$ cat config.mk
export PLATFORM = sky130hd
export DESIGN_NAME = result_rf_sequencer_flat
export DESIGN_NICKNAME = d
export VERILOG_FILES = /design/src/rtl/result_rf_sequencer_if.sv /design/src/rtl/result_rf_sequencer.sv /design/src/flat_wrapper.sv
export SDC_FILE = /design/constraint.sdc
export NUM_CORES = 1
export LEC_CHECK = 0
export BUFFER_PORTS_ARGS = -buffer_cell sky130_fd_sc_hd__clkbuf_2
export CAP_MARGIN = 25
export CELL_PAD_IN_SITES_DETAIL_PLACEMENT = 0
export CELL_PAD_IN_SITES_GLOBAL_PLACEMENT = 1
export CORE_MARGIN = 1
export CORE_UTILIZATION = 43
export CTS_BUF_LIST = sky130_fd_sc_hd__clkbuf_16
export DETAILED_ROUTE_END_ITERATION = 8
export HOLD_SLACK_MARGIN = 0.06
export PLACE_DENSITY_LB_ADDON = 0.2
export SKIP_CTS_REPAIR_TIMING = 1
export SLEW_MARGIN = 20
export SYNTH_ARGS = -nofsm -noshare
export SYNTH_HDL_FRONTEND = slang
export SYNTH_SLANG_ARGS = --single-unit
$ cat constraint.sdc
create_clock -name clk -period 2.8 [get_ports clk]
set_input_delay 0.56 -clock clk [delete_from_list [all_inputs] [get_ports clk]]
set_output_delay 0.56 -clock clk [all_outputs]
set_load 0.05 [all_outputs]
$ cat src/rtl/result_rf_sequencer_if.sv
// Sequencer-side bundle: layer control, bias ROM read port, conv result
// handshake and the result register-file command bus.
interface result_rf_sequencer_if #(
    parameter int unsigned DATA_W = 8,
    parameter int unsigned ADDR_W = 10,
    parameter int unsigned CH_W   = 4
);
    logic              start;
    logic              relu_en;
    logic              busy;
    logic              layer_done;
    logic [CH_W-1:0]   bias_rd_addr;
    logic [DATA_W-1:0] bias_rd_data;
    logic              res_valid;
    logic [DATA_W-1:0] res_data;
    logic              res_ready;
    logic              rf_store;
    logic              rf_bias_init;
    logic              rf_relu;
    logic              rf_done;
    logic [CH_W-1:0]   rf_out_c;
    logic [DATA_W-1:0] rf_bias;
    logic [DATA_W-1:0] rf_value;
    logic [ADDR_W-1:0] rf_addr;

    // Sequencer side
    modport master (
        input  start, relu_en, bias_rd_data, res_valid, res_data,
        output busy, layer_done, bias_rd_addr, res_ready,
               rf_store, rf_bias_init, rf_relu, rf_done,
               rf_out_c, rf_bias, rf_value, rf_addr
    );

    // Environment side (controller, bias ROM, conv engine, register file)
    modport slave (
        output start, relu_en, bias_rd_data, res_valid, res_data,
        input  busy, layer_done, bias_rd_addr, res_ready,
               rf_store, rf_bias_init, rf_relu, rf_done,
               rf_out_c, rf_bias, rf_value, rf_addr
    );
endinterface

$ cat src/rtl/result_rf_sequencer.sv
// Layer-level controller for the result register file: per output channel
// fetch bias, pulse bias_init, stream conv results into stores, optional
// relu pulse; after the last channel pulse done/layer_done.
// Every output is driven straight from a register.
module result_rf_sequencer #(
    parameter int unsigned NUM_OUT_CH    = 8,
    parameter int unsigned PIXELS_PER_CH = 63,
    parameter int unsigned DATA_W        = 8,
    parameter int unsigned ADDR_W        = 10,
    parameter int unsigned CH_W          = 4
) (
    input  logic                    clk,
    input  logic                    rst,
    result_rf_sequencer_if.master   bus
);

    typedef enum logic [2:0] {
        S_IDLE,
        S_BIAS_RD,
        S_BIAS_WAIT,
        S_BIAS_INIT,
        S_STREAM,
        S_RELU,
        S_NEXT,
        S_FINISH
    } state_t;

    localparam logic [ADDR_W-1:0] PX_LAST = ADDR_W'(PIXELS_PER_CH - 1);
    localparam logic [CH_W-1:0]   CH_LAST = CH_W'(NUM_OUT_CH - 1);

    state_t            state_q, state_d;
    logic [CH_W-1:0]   ch_q, ch_d;
    logic [ADDR_W-1:0] px_q, px_d;
    logic              relu_lat_q, relu_lat_d;
    logic              busy_q, busy_d;
    logic [CH_W-1:0]   bias_addr_q, bias_addr_d;
    logic              res_ready_q, res_ready_d;
    logic              store_q, store_d;
    logic              bias_init_q, bias_init_d;
    logic              relu_q, relu_d;
    logic              done_q, done_d;
    logic [CH_W-1:0]   out_c_q, out_c_d;
    logic [DATA_W-1:0] bias_q, bias_d;
    logic [DATA_W-1:0] value_q, value_d;
    logic [ADDR_W-1:0] addr_q, addr_d;

    // Next-state and registered-output computation for the layer FSM
    always_comb begin
        state_d     = state_q;
        ch_d        = ch_q;
        px_d        = px_q;
        relu_lat_d  = relu_lat_q;
        busy_d      = busy_q;
        bias_addr_d = bias_addr_q;
        res_ready_d = 1'b0;
        store_d     = 1'b0;
        bias_init_d = 1'b0;
        relu_d      = 1'b0;
        done_d      = 1'b0;
        out_c_d     = out_c_q;
        bias_d      = bias_q;
        value_d     = value_q;
        addr_d      = addr_q;

        unique case (state_q)
            S_IDLE: begin
                busy_d = 1'b0;
                if (bus.start) begin
                    busy_d      = 1'b1;
                    relu_lat_d  = bus.relu_en;
                    ch_d        = '0;
                    px_d        = '0;
                    bias_addr_d = '0;
                    state_d     = S_BIAS_RD;
                end
            end
            S_BIAS_RD:   state_d = S_BIAS_WAIT;
            S_BIAS_WAIT: state_d = S_BIAS_INIT;
            S_BIAS_INIT: begin
                // ROM data for bias_addr_q is stable here; the pulse and the
                // opening of res_ready both appear in the first STREAM cycle.
                bias_d      = bus.bias_rd_data;
                bias_init_d = 1'b1;
                out_c_d     = ch_q;
                px_d        = '0;
                res_ready_d = 1'b1;
                state_d     = S_STREAM;
            end
            S_STREAM: begin
                res_ready_d = 1'b1;
                if (bus.res_valid && res_ready_q) begin
                    store_d = 1'b1;
                    value_d = bus.res_data;
                    addr_d  = px_q;
                    out_c_d = ch_q;
                    if (px_q == PX_LAST) begin
                        px_d        = '0;
                        res_ready_d = 1'b0;
                        state_d     = relu_lat_q ? S_RELU : S_NEXT;
                    end else begin
                        px_d = px_q + ADDR_W'(1);
                    end
                end
            end
            S_RELU: begin
                relu_d  = 1'b1;
                state_d = S_NEXT;
            end
            S_NEXT: begin
                if (ch_q == CH_LAST) begin
                    state_d = S_FINISH;
                end else begin
                    ch_d        = ch_q + CH_W'(1);
                    bias_addr_d = ch_q + CH_W'(1);
                    state_d     = S_BIAS_RD;
                end
            end
            S_FINISH: begin
                // busy stays high through the done cycle and drops in IDLE
                done_d  = 1'b1;
                state_d = S_IDLE;
            end
            default: state_d = S_IDLE;
        endcase
    end

    // State and output registers, cleared asynchronously on reset
    always_ff @(posedge clk or posedge rst) begin
        if (rst) begin
            state_q     <= S_IDLE;
            ch_q        <= '0;
            px_q        <= '0;
            relu_lat_q  <= 1'b0;
            busy_q      <= 1'b0;
            bias_addr_q <= '0;
            res_ready_q <= 1'b0;
            store_q     <= 1'b0;
            bias_init_q <= 1'b0;
            relu_q      <= 1'b0;
            done_q      <= 1'b0;
            out_c_q     <= '0;
            bias_q      <= '0;
            value_q     <= '0;
            addr_q      <= '0;
        end else begin
            state_q     <= state_d;
            ch_q        <= ch_d;
            px_q        <= px_d;
            relu_lat_q  <= relu_lat_d;
            busy_q      <= busy_d;
            bias_addr_q <= bias_addr_d;
            res_ready_q <= res_ready_d;
            store_q     <= store_d;
            bias_init_q <= bias_init_d;
            relu_q      <= relu_d;
            done_q      <= done_d;
            out_c_q     <= out_c_d;
            bias_q      <= bias_d;
            value_q     <= value_d;
            addr_q      <= addr_d;
        end
    end

    assign bus.busy         = busy_q;
    assign bus.layer_done   = done_q;
    assign bus.bias_rd_addr = bias_addr_q;
    assign bus.res_ready    = res_ready_q;
    assign bus.rf_store     = store_q;
    assign bus.rf_bias_init = bias_init_q;
    assign bus.rf_relu      = relu_q;
    assign bus.rf_done      = done_q;
    assign bus.rf_out_c     = out_c_q;
    assign bus.rf_bias      = bias_q;
    assign bus.rf_value     = value_q;
    assign bus.rf_addr      = addr_q;

endmodule

$ cat src/flat_wrapper.sv
// flat-port wrapper written by rule: the top's interface ports become plain ports
module result_rf_sequencer_flat 
#(
    parameter int unsigned NUM_OUT_CH    = 8,
    parameter int unsigned PIXELS_PER_CH = 63,
    parameter int unsigned DATA_W        = 8,
    parameter int unsigned ADDR_W        = 10,
    parameter int unsigned CH_W          = 4
)
  (clk, rst, bus_start, bus_relu_en, bus_bias_rd_data, bus_res_valid, bus_res_data, bus_busy, bus_layer_done, bus_bias_rd_addr, bus_res_ready, bus_rf_store, bus_rf_bias_init, bus_rf_relu, bus_rf_done, bus_rf_out_c, bus_rf_bias, bus_rf_value, bus_rf_addr);
  result_rf_sequencer_if #(.DATA_W(DATA_W), .ADDR_W(ADDR_W), .CH_W(CH_W)) bus_i ();
  input  logic clk;
  input  logic rst;
  input wire logic [$bits(bus_i.start)-1:0] bus_start;
  input wire logic [$bits(bus_i.relu_en)-1:0] bus_relu_en;
  input wire logic [$bits(bus_i.bias_rd_data)-1:0] bus_bias_rd_data;
  input wire logic [$bits(bus_i.res_valid)-1:0] bus_res_valid;
  input wire logic [$bits(bus_i.res_data)-1:0] bus_res_data;
  output wire logic [$bits(bus_i.busy)-1:0] bus_busy;
  output wire logic [$bits(bus_i.layer_done)-1:0] bus_layer_done;
  output wire logic [$bits(bus_i.bias_rd_addr)-1:0] bus_bias_rd_addr;
  output wire logic [$bits(bus_i.res_ready)-1:0] bus_res_ready;
  output wire logic [$bits(bus_i.rf_store)-1:0] bus_rf_store;
  output wire logic [$bits(bus_i.rf_bias_init)-1:0] bus_rf_bias_init;
  output wire logic [$bits(bus_i.rf_relu)-1:0] bus_rf_relu;
  output wire logic [$bits(bus_i.rf_done)-1:0] bus_rf_done;
  output wire logic [$bits(bus_i.rf_out_c)-1:0] bus_rf_out_c;
  output wire logic [$bits(bus_i.rf_bias)-1:0] bus_rf_bias;
  output wire logic [$bits(bus_i.rf_value)-1:0] bus_rf_value;
  output wire logic [$bits(bus_i.rf_addr)-1:0] bus_rf_addr;
  assign bus_i.start = bus_start;
  assign bus_i.relu_en = bus_relu_en;
  assign bus_i.bias_rd_data = bus_bias_rd_data;
  assign bus_i.res_valid = bus_res_valid;
  assign bus_i.res_data = bus_res_data;
  assign bus_busy = bus_i.busy;
  assign bus_layer_done = bus_i.layer_done;
  assign bus_bias_rd_addr = bus_i.bias_rd_addr;
  assign bus_res_ready = bus_i.res_ready;
  assign bus_rf_store = bus_i.rf_store;
  assign bus_rf_bias_init = bus_i.rf_bias_init;
  assign bus_rf_relu = bus_i.rf_relu;
  assign bus_rf_done = bus_i.rf_done;
  assign bus_rf_out_c = bus_i.rf_out_c;
  assign bus_rf_bias = bus_i.rf_bias;
  assign bus_rf_value = bus_i.rf_value;
  assign bus_rf_addr = bus_i.rf_addr;
  result_rf_sequencer #(.NUM_OUT_CH(NUM_OUT_CH), .PIXELS_PER_CH(PIXELS_PER_CH), .DATA_W(DATA_W), .ADDR_W(ADDR_W), .CH_W(CH_W)) u_core (.clk(clk), .rst(rst), .bus(bus_i));
endmodule
# --- Word level (Yosys, flattened, before mapping) ---
# Index checks and enable logic that the tools add are counted.
totals:
  reg_bits: 54
  in_bits: 21
  out_inout_bits: 41
classes:
  addsub: 2
  eq_ne: 13
  muxes: 24
  n_reduce_logical: 11
op_table:
  columns: ["cell", "n"]
  rows:
  - ["$mux 10", 3]
  - ["$pmux 10 s3", 1]
  - ["$pmux 3 s8", 1]
  - ["$pmux 4 s2", 2]
  - ["$eq 3x3->1 const B", 4]
  - ["$mux 3", 4]
  - ["$mux 4", 3]
  - ["$add 10x1->10 const B", 1]
  - ["$eq 10x6->1 const B", 1]
  - ["$reduce_and 3->1", 3]
  - ["$mux 1", 8]
  - ["$eq 3x2->1 const B", 2]
  - ["$reduce_and 2->1", 3]
  - ["$add 4x1->4 const B", 1]
  - ["$eq 4x3->1 const B", 1]
  - ["$ne 2x1->1 const B", 2]
  - ["$ne 2x2->1 const B", 2]
  - ["$reduce_bool 2->1", 2]
  - ["$eq 3x1->1 const B", 1]
  - ["$logic_not 3->1", 1]
  - ["$reduce_bool 3->1", 1]
  - ["$mux 2", 1]
  - ["$pmux 1 s2", 1]
  - ["$logic_and 1x1->1", 1]

# --- Longest topological paths before layout ---
# Gate-level depths: netlist (run 1).
depth:
  depth_word: 4
  depth_mapped: 7
  ltp_nobuf: 5

# --- Worst setup path before layout (run 1) ---
# OpenSTA, ideal clock, no wires.
synth_timing:
  path_type: "input port to flip-flop"
  start: "input port bus_start"
  end: "register u_core.px_q[6]"
  setup_time_ps: 78
  t_arrival_ps: 1930
  slack_ps: 793
  path_stages: 5
  path_buffers: 1
  cell_sequence: "or4b_1 -> o211a_1 -> buf_6 -> or4_1 -> a21oi_1"
synth_via:
  elab_chain_len: 2
synth_lines:
  columns: ["element", "line", "source"]
  rows:
  - ["start, declared", "flat_wrapper.sv:14", "input wire logic [$bits(bus_i.start)-1:0] bus_start;"]
  - ["$ne 2x2->1 (no line)", null, null]
  - ["$reduce_and 3->1 (no line)", null, null]
  - ["end signal, assigned", "result_rf_sequencer.sv:148", "px_q <= px_d;"]
  - ["end, declared", "result_rf_sequencer.sv:33", "logic [ADDR_W-1:0] px_q, px_d;"]
# No other way between the ends.
# A chain may end at the register's enable or synchronous reset.

# --- Worst setup path in the final report (run 1) ---
layout_timing:
  start: "register u_core.state_q[0]"
  end: "register u_core.px_q[9]"
layout_via:
  elab_chain_len: 3
  word_cells_on_any_way: 8
  classes_between: "4 x eq/ne; 1 x mux; 3 x reduce/logical"
layout_lines:
  columns: ["element", "line", "source"]
  rows:
  - ["start, declared", "result_rf_sequencer.sv:31", "state_t state_q, state_d;"]
  - ["start signal, assigned", "result_rf_sequencer.sv:146", "state_q <= state_d;"]
  - ["$eq 3x3->1, or another cell as far along", "result_rf_sequencer.sv:65", "unique case (state_q)"]
  - ["$ne 2x1->1 (no line), or another cell as far along", null, null]
  - ["$reduce_and 3->1 (no line)", null, null]
# Several ways; a longest one is shown, not always the timed one.

==> impl_metrics.tcl, run 1 <==
set metrics [dict create \
    status "finished clean" \
    worst_setup_path_start_kind "flip-flop" \
    numCtsBuffers 5 \
    dr_wl_met3_um 219 \
    worstPathArrival_ps 2540 \
    fin_setup_tns_ps 0 \
    crit_chain "or4b_1, o211a_1, or4_1, a21oi_1" \
    clockBufferDepth 2 \
    synth_edf_count 0 \
    grt_pass1_vias 1513 \
    antenna_found_initial 0 \
    sw_frac_of_total 0.444 \
    p_int_mw 1.58 \
    min_period_over_period 0.831 \
    crit_buf_inv 0 \
    fmax_mhz 430 \
    antenna_left 0 \
    grt_usage 0.164 \
    seq_power_share 0.395 \
    min_period_ps 2330 \
    cts_tree "built" \
    startpoint "u_core.state_q[0]" \
    power_frac_comb 0.404 \
    rr_startpoint "u_core.state_q[0]" \
    die_w_um 75.5 \
    grt_max_degree 55 \
    wl_per_cell_um 13.0 \
    clk_latency_ps 290 \
    port_buffers 61 \
    p_per_area_nw_per_um2 1010 \
    ys_ff_latch 54 \
    gp_congestion 0.746 \
    skew_ps 2.02 \
    drc 0 \
    dp.cells 332 \
    netlist_area_um2 2320 \
    async_flop_share 1.00 \
    clkTransAtPathRegs_ps 60 \
    instances_no_fill 339 \
    pwr-share-clk 0.202 \
    routed_wl_mm 4.40 \
    dr_wl_met2_mm 2.04 \
    fillers 504 \
    initial_core_util 0.452 \
    cp_top_family "simple AND/OR/NAND/NOR gates" \
    hold_viol_final 0 \
    cts_sinks 54 \
    diodes 0 \
    htree_levels 2 \
    slowest_delay_ps 660 \
    synth.yosys.seq_area_share 0.582 \
    dr.max_layer_used "met4" \
    vias_per_cell 5.08 \
    ys.flop_type "dfrtp_1" \
    switchingPower_mw 1.26 \
    die_area_um2 5700 \
    cp_max_fo 21 \
    endpoint_kind "flip-flop" \
    grt_overflow 0 \
    wl_met1_mm 2.06 \
    dp.final_hpwl_mm 3.04 \
    num_io_pins 62 \
    final_common_cell "clkbuf_2" \
    area_growth_pct 21.8 \
    slew_viol_final 0 \
    core_um2 5140 \
    slew_headroom 0.484 \
    avgSynthCellArea_um2 11.2 \
    critPathSlowestCell "or4b_1" \
    drive_above_1_share 0.357 \
    p_leak_nw 1.46 \
    root_buffer "clkbuf_16" \
    worstSetupPathType "reg -> reg" \
    syn_nets 231 \
    worst_pin_slew_ps 763 \
    drt_iter0_markers 49 \
    final_cell_mix "clkbuf_2, dfrtp_1, nand2_1" \
    num_rows 26 \
    fin_util 0.550 \
    hp-class "in -> async" \
    synth_warnings 0 \
    drtPass1Iterations 6 \
    cp.required_ps 3010 \
    dieHeight_um 75.5 \
    synth_cell_types 40 \
    ir_worst_vdd_mv 0.392 \
    setup_viol 0 \
    grt_pass1_wl_mm 7.00 \
    netlist_instances 207 \
    dr_total_vias 1723 \
    cap_violations 0 \
    finalNetCount 293 \
    rsz0062_at_grt "false" \
]
==> worst register-to-register path: stages, from the launching register on <==
cell     delay [ps]
dfrtp_1         490
or4b_1          660
o211a_1         380
or4_1           580
a21oi_1         150
==> through the flow <==
step	setup slack [ps]	total power [mW]	hold slack [ps]	instance area [µm²]
finish	474	2.85	430	2830
global route	300	3.01	468	2830
floorplan	793	2.03	468	2320
global placement	474	2.29	457	2700
CTS	480	2.88	455	2830
detailed placement	453	2.30	462	2700
==> per-layer routing <==
| layer | vias to the layer above | global-route usage |
|---|---|---|
| li1 | 849 | - |
| met1 | 828 | 0.217 |
| met2 | 38 | 0.256 |
| met3 | 8 | 0.0397 |
| met4 | 0 | 0.0802 |
| met5 | - | 0 |
==> state kept, by name (all words and copies together) (netlist names) <==
| signal | cells |
|---|---|
| u_core.bus.rf_addr | 10 |
| u_core.px_q | 10 |
| u_core.bus.rf_bias | 8 |
| u_core.bus.rf_value | 8 |
| u_core.bus.bias_rd_addr | 4 |
| u_core.bus.rf_out_c | 4 |
| u_core.state_q | 3 |
| u_core.bus.busy | 1 |
| u_core.bus.layer_done | 1 |
| u_core.bus.res_ready | 1 |
| u_core.bus.rf_bias_init | 1 |
| u_core.bus.rf_relu | 1 |
| u_core.bus.rf_store | 1 |
| u_core.relu_lat_q | 1 |
==> final cells by class <==
| class | count | area, µm² | share of cell area |
|---|---|---|---|
| sequential | 54 | 1350 | 0.478 |
| clock buffer | 5 | 125 | 0.0442 |
| clock inverter | 2 | 7.51 | 0.00265 |
| timing repair buffer | 65 | 335 | 0.119 |
| tap | 70 | 87.6 | 0.0310 |
| inverter | 5 | 18.8 | 0.00663 |
| multi-input combinational | 138 | 903 | 0.319 |
==> power groups by stage <==
stage | clock network (mW) | logic, mW | registers (mW)
after global placement | 0 | 1.15 | 1.14
after global routing | 0.617 | 1.24 | 1.16
after CTS | 0.592 | 1.16 | 1.12
after detailed placement | 0 | 1.16 | 1.14
final | 0.573 | 1.15 | 1.12
after floorplan | 0 | 0.435 | 1.60
==> cell families after synthesis <==
| group | Yosys count | synth area share |
|---|---|---|
| buf+inv | 15 | 0.0296 |
| compound gates | 36 | 0.0948 |
| flops | 54 | 0.582 |
| simple gates | 76 | 0.167 |
| xor+xnor | 1 | 0.00377 |
| fa+ha+maj | 3 | 0.0162 |
| mux | 22 | 0.107 |
==> final timing paths <==
check / end / slack (ps) / cells after the start
max in group asynchronous: u_core.bus.rf_out_c[0] / 1930 / 3
worst max register to register: u_core.px_q[9] / 470 / 4
worst max-delay path: u_core.px_q[9] / 470 / 4
min in group clk: u_core.bus.rf_bias[4] / 460 / 3
worst min register to register: u_core.bus.rf_bias[0] / 470 / 2
worst min-delay path: u_core.bus.rf_value[3] / 430 / 3
==> Yosys cell counts (all sizes together), types with 2 or more instances <==
library cell  instances  area [µm²]
or3                   4        25.0
or2                   2        12.5
inv                   4        15.0
o31ai                 4        30.0
mux2                 22         248
and3                  2        12.5
nand3                 5        25.0
a21oi                11        55.1
nor2                  5        21.3
and3b                 2        17.5
and2                  2        12.5
nand2                37         139
a31oi                 2        12.5
clkbuf                7        26.3
o21ai                11        55.1
ha                    3        37.5
buf                   3        23.8
dfrtp                54        1350
nand2b                2        12.5
nand3b                2        15.0
nand4                 3        18.8
or4                   3        22.5
a22o                  2        17.5
nor2b                 2        12.5
Power figures use the tool's default switching activity.
==> run 2: changes to the inputs <==
--- a/config.mk
+++ b/config.mk
@@ -5,12 +5,13 @@
 export SDC_FILE = /design/constraint.sdc
 export NUM_CORES = 1
 export LEC_CHECK = 0
+export ABC_AREA = 1
 export BUFFER_PORTS_ARGS = -buffer_cell sky130_fd_sc_hd__clkbuf_2
 export CAP_MARGIN = 25
 export CELL_PAD_IN_SITES_DETAIL_PLACEMENT = 0
 export CELL_PAD_IN_SITES_GLOBAL_PLACEMENT = 1
 export CORE_MARGIN = 1
-export CORE_UTILIZATION = 43
+export CORE_UTILIZATION = 35
 export CTS_BUF_LIST = sky130_fd_sc_hd__clkbuf_16
 export DETAILED_ROUTE_END_ITERATION = 8
 export HOLD_SLACK_MARGIN = 0.06
==> constraint.sdc (replaced) <==
create_clock -name clk -period 1.9 [get_ports clk]
set_input_delay 0.38 -clock clk [delete_from_list [all_inputs] [get_ports clk]]
set_output_delay 0.38 -clock clk [all_outputs]
set_load 0.05 [all_outputs]
==> run 2 against run 1 <==
  * Final area up 6.6%
  * Combinational power increased by 93%
  * Global-route usage decreased by 1.2 points
  * Routed wire length grew 17%
  * Power is 68% higher
  * Critical path type unchanged
  * Largest cell class unchanged
==> impl_metrics.tcl, run 2 <==
set metrics [dict create \
    grt_max_degree 55 \
    yosysMostFrequentCell "nand2_1" \
    final.setup.worst_slack_ps 314 \
    netlist_area_um2 2460 \
    r2r_end "u_core.bus.rf_out_c[2]" \
    synth.yosys.seq_area_share 0.550 \
    die_area_um2 7360 \
    grt_overflow 0 \
    worstSetupPathType "reg -> reg" \
    slew_viol_final 0 \
    synth.top_cell.area_share 0.550 \
    antenna_left 0 \
    cp.required_ps 2100 \
    synth_warnings 0 \
    area_growth_pct 22.7 \
    gp_congestion 0.806 \
    dp.final_hpwl_mm 3.69 \
    avgSynthCellArea_um2 8.33 \
    root_buffer "clkbuf_16" \
    p_leak_nw 1.70 \
    antenna_found_initial 0 \
    drc 0 \
    final_cell_mix "nand2_1, clkbuf_2, dfrtp_1" \
    dp.cells 449 \
    skew_ps 6.19 \
    ir_worst_vdd_mv 0.865 \
    die_w_um 85.8 \
    wl_per_cell_um 11.3 \
    rsz0062_at_grt "false" \
    dr_total_vias 2047 \
    vias_per_cell 4.49 \
    drtPass1Iterations 4 \
    slew_headroom 0.791 \
    drive_above_1_share 0.250 \
    grt_pass1_wl_mm 8.83 \
    core_um2 6790 \
    cp_max_fo 26 \
    synthTopCellsByCount "nand2_1, dfrtp_1, inv_1, nand3_1, nor2_1" \
    pre_cts_ws_ps 328 \
    ys.flop_type "dfrtp_1" \
    num_io_pins 62 \
    p_per_area_nw_per_um2 1590 \
    clk_latency_ps 290 \
    synth_edf_count 0 \
    regToRegSetupSlack_ps 310 \
    final.hold.worst_slack_ps 101 \
    cts_tree "built" \
    setup_viol 0 \
    drt_iter0_markers 146 \
    numCtsBuffers 5 \
    initial_core_util 0.362 \
    instances_no_fill 456 \
    async_flop_share 1.00 \
    cts_sinks 54 \
    hold_viol_final 0 \
    hp-class "in -> async" \
    dieHeight_um 85.8 \
    fin_setup_tns_ps 0 \
    clkTransAtPathRegs_ps 70 \
    clockBufferDepth 2 \
    port_buffers 61 \
    fmax_mhz 631 \
    yosys.area.top_type "dfrtp_1" \
    endpoint_kind "flip-flop" \
    endpoint "u_core.bus.rf_out_c[2]" \
    min_period_over_period 0.835 \
    num_rows 30 \
    worst_pin_slew_ps 312 \
    ys_ff_latch 54 \
    grt_usage 0.152 \
    status "finished clean" \
    r2r_cells 7 \
    grt_pass1_vias 1849 \
    netlist_top_cells_area "dfrtp_1, nand2_1, nand3_1, inv_1, nor2_1" \
    rr_startpoint "u_core.state_q[0]" \
    min_period_ps 1590 \
    cap_violations 0 \
    synth_cell_types 24 \
    finalNetCount 384 \
    worstPathArrival_ps 1790 \
    startpoint "u_core.state_q[0]" \
    netlist_instances 295 \
    diodes 0 \
    final_common_cell "nand2_1" \
    routed_wl_mm 5.13 \
    syn_nets 319 \
    worst_setup_path_start_kind "flip-flop" \
    htree_levels 2 \
]
run 2: cell count changes after synthesis, moves of 4 or more:
cell | before | now
o21ai_1 | 0 | 10
o31ai_1 | 4 | 0
inv_2 | 0 | 6
a21oi_1 | 11 | 7
nor2_1 | 4 | 20
nand3_1 | 5 | 24
clkbuf_1 | 7 | 0
inv_1 | 4 | 25
nand2_1 | 37 | 112
o21ai_0 | 11 | 7
or3_1 | 4 | 0
mux2_2 | 22 | 0
run 2: layer usage:
layer	up-vias	routed length, µm	track usage
met1	932	2380	0.210
met5	-	0	0
li1	1051	-	-
met4	0	56	0.0455
met3	4	349	0.0346
met2	60	2340	0.240
run 2: through the flow:
stage	utilization	instance area [µm²]	power, mW
floorplan	-	2460	3.50
global placement	0.424	2880	3.96
detailed placement	0.424	2880	3.97
CTS	0.444	3020	4.85
global route	0.444	3020	5.10
finish	0.444	3020	4.79
run 2: worst max-delay path, stage by stage, from the launching register on:
cell	delay [ps]
dfrtp_1	470
nor2_4	190
inv_2	80
nor2_8	150
nand2_4	210
nand2_2	190
nor2_1	60
a21oi_1	150
run 2: how the worst min path moves through the flow:
stage,end,slack [ps],cells past startpoint
2_1_floorplan,u_core.relu_lat_q,460,2
3_3_place_gp,u_core.bus.rf_out_c[3],440,3
3_5_place_dp,u_core.bus.rf_out_c[3],440,3
5_1_grt,u_core.bus.rf_value[4],150,3
4_1_cts,u_core.bus.rf_out_c[3],130,3
6_report,u_core.bus.rf_value[4],100,3
run 2: where the power goes:
| group | switching, mW | internal [mW] |
|---|---|---|
| sequential | 0.227 | 1.47 |
| clock | 0.395 | 0.477 |
| combinational | 1.72 | 0.508 |
| total | 2.34 | 2.45 |
run 2: layout make-up:
| cell class | instances | area (µm²) |
|---|---|---|
| fill | 687 | 3780 |
| sequential | 54 | 1350 |
| multi-input combinational | 202 | 936 |
| timing repair buffer | 66 | 355 |
| clock buffer | 5 | 125 |
| tap | 96 | 120 |
| inverter | 31 | 116 |
| clock inverter | 2 | 11.3 |
run 2: cell families (layout without fill, tap and decap cells):
group                    after synthesis  count (layout)  share of synthesized area
AND/OR/NAND/NOR                      172             172                      0.306
adder cells (fa/ha/maj)                3               3                     0.0153
XOR/XNOR                               2               2                    0.00713
flip-flops                            54              54                      0.550
AO/OA/AOI/OAI                         25              25                     0.0524
buffers and inverters                 39             104                     0.0692
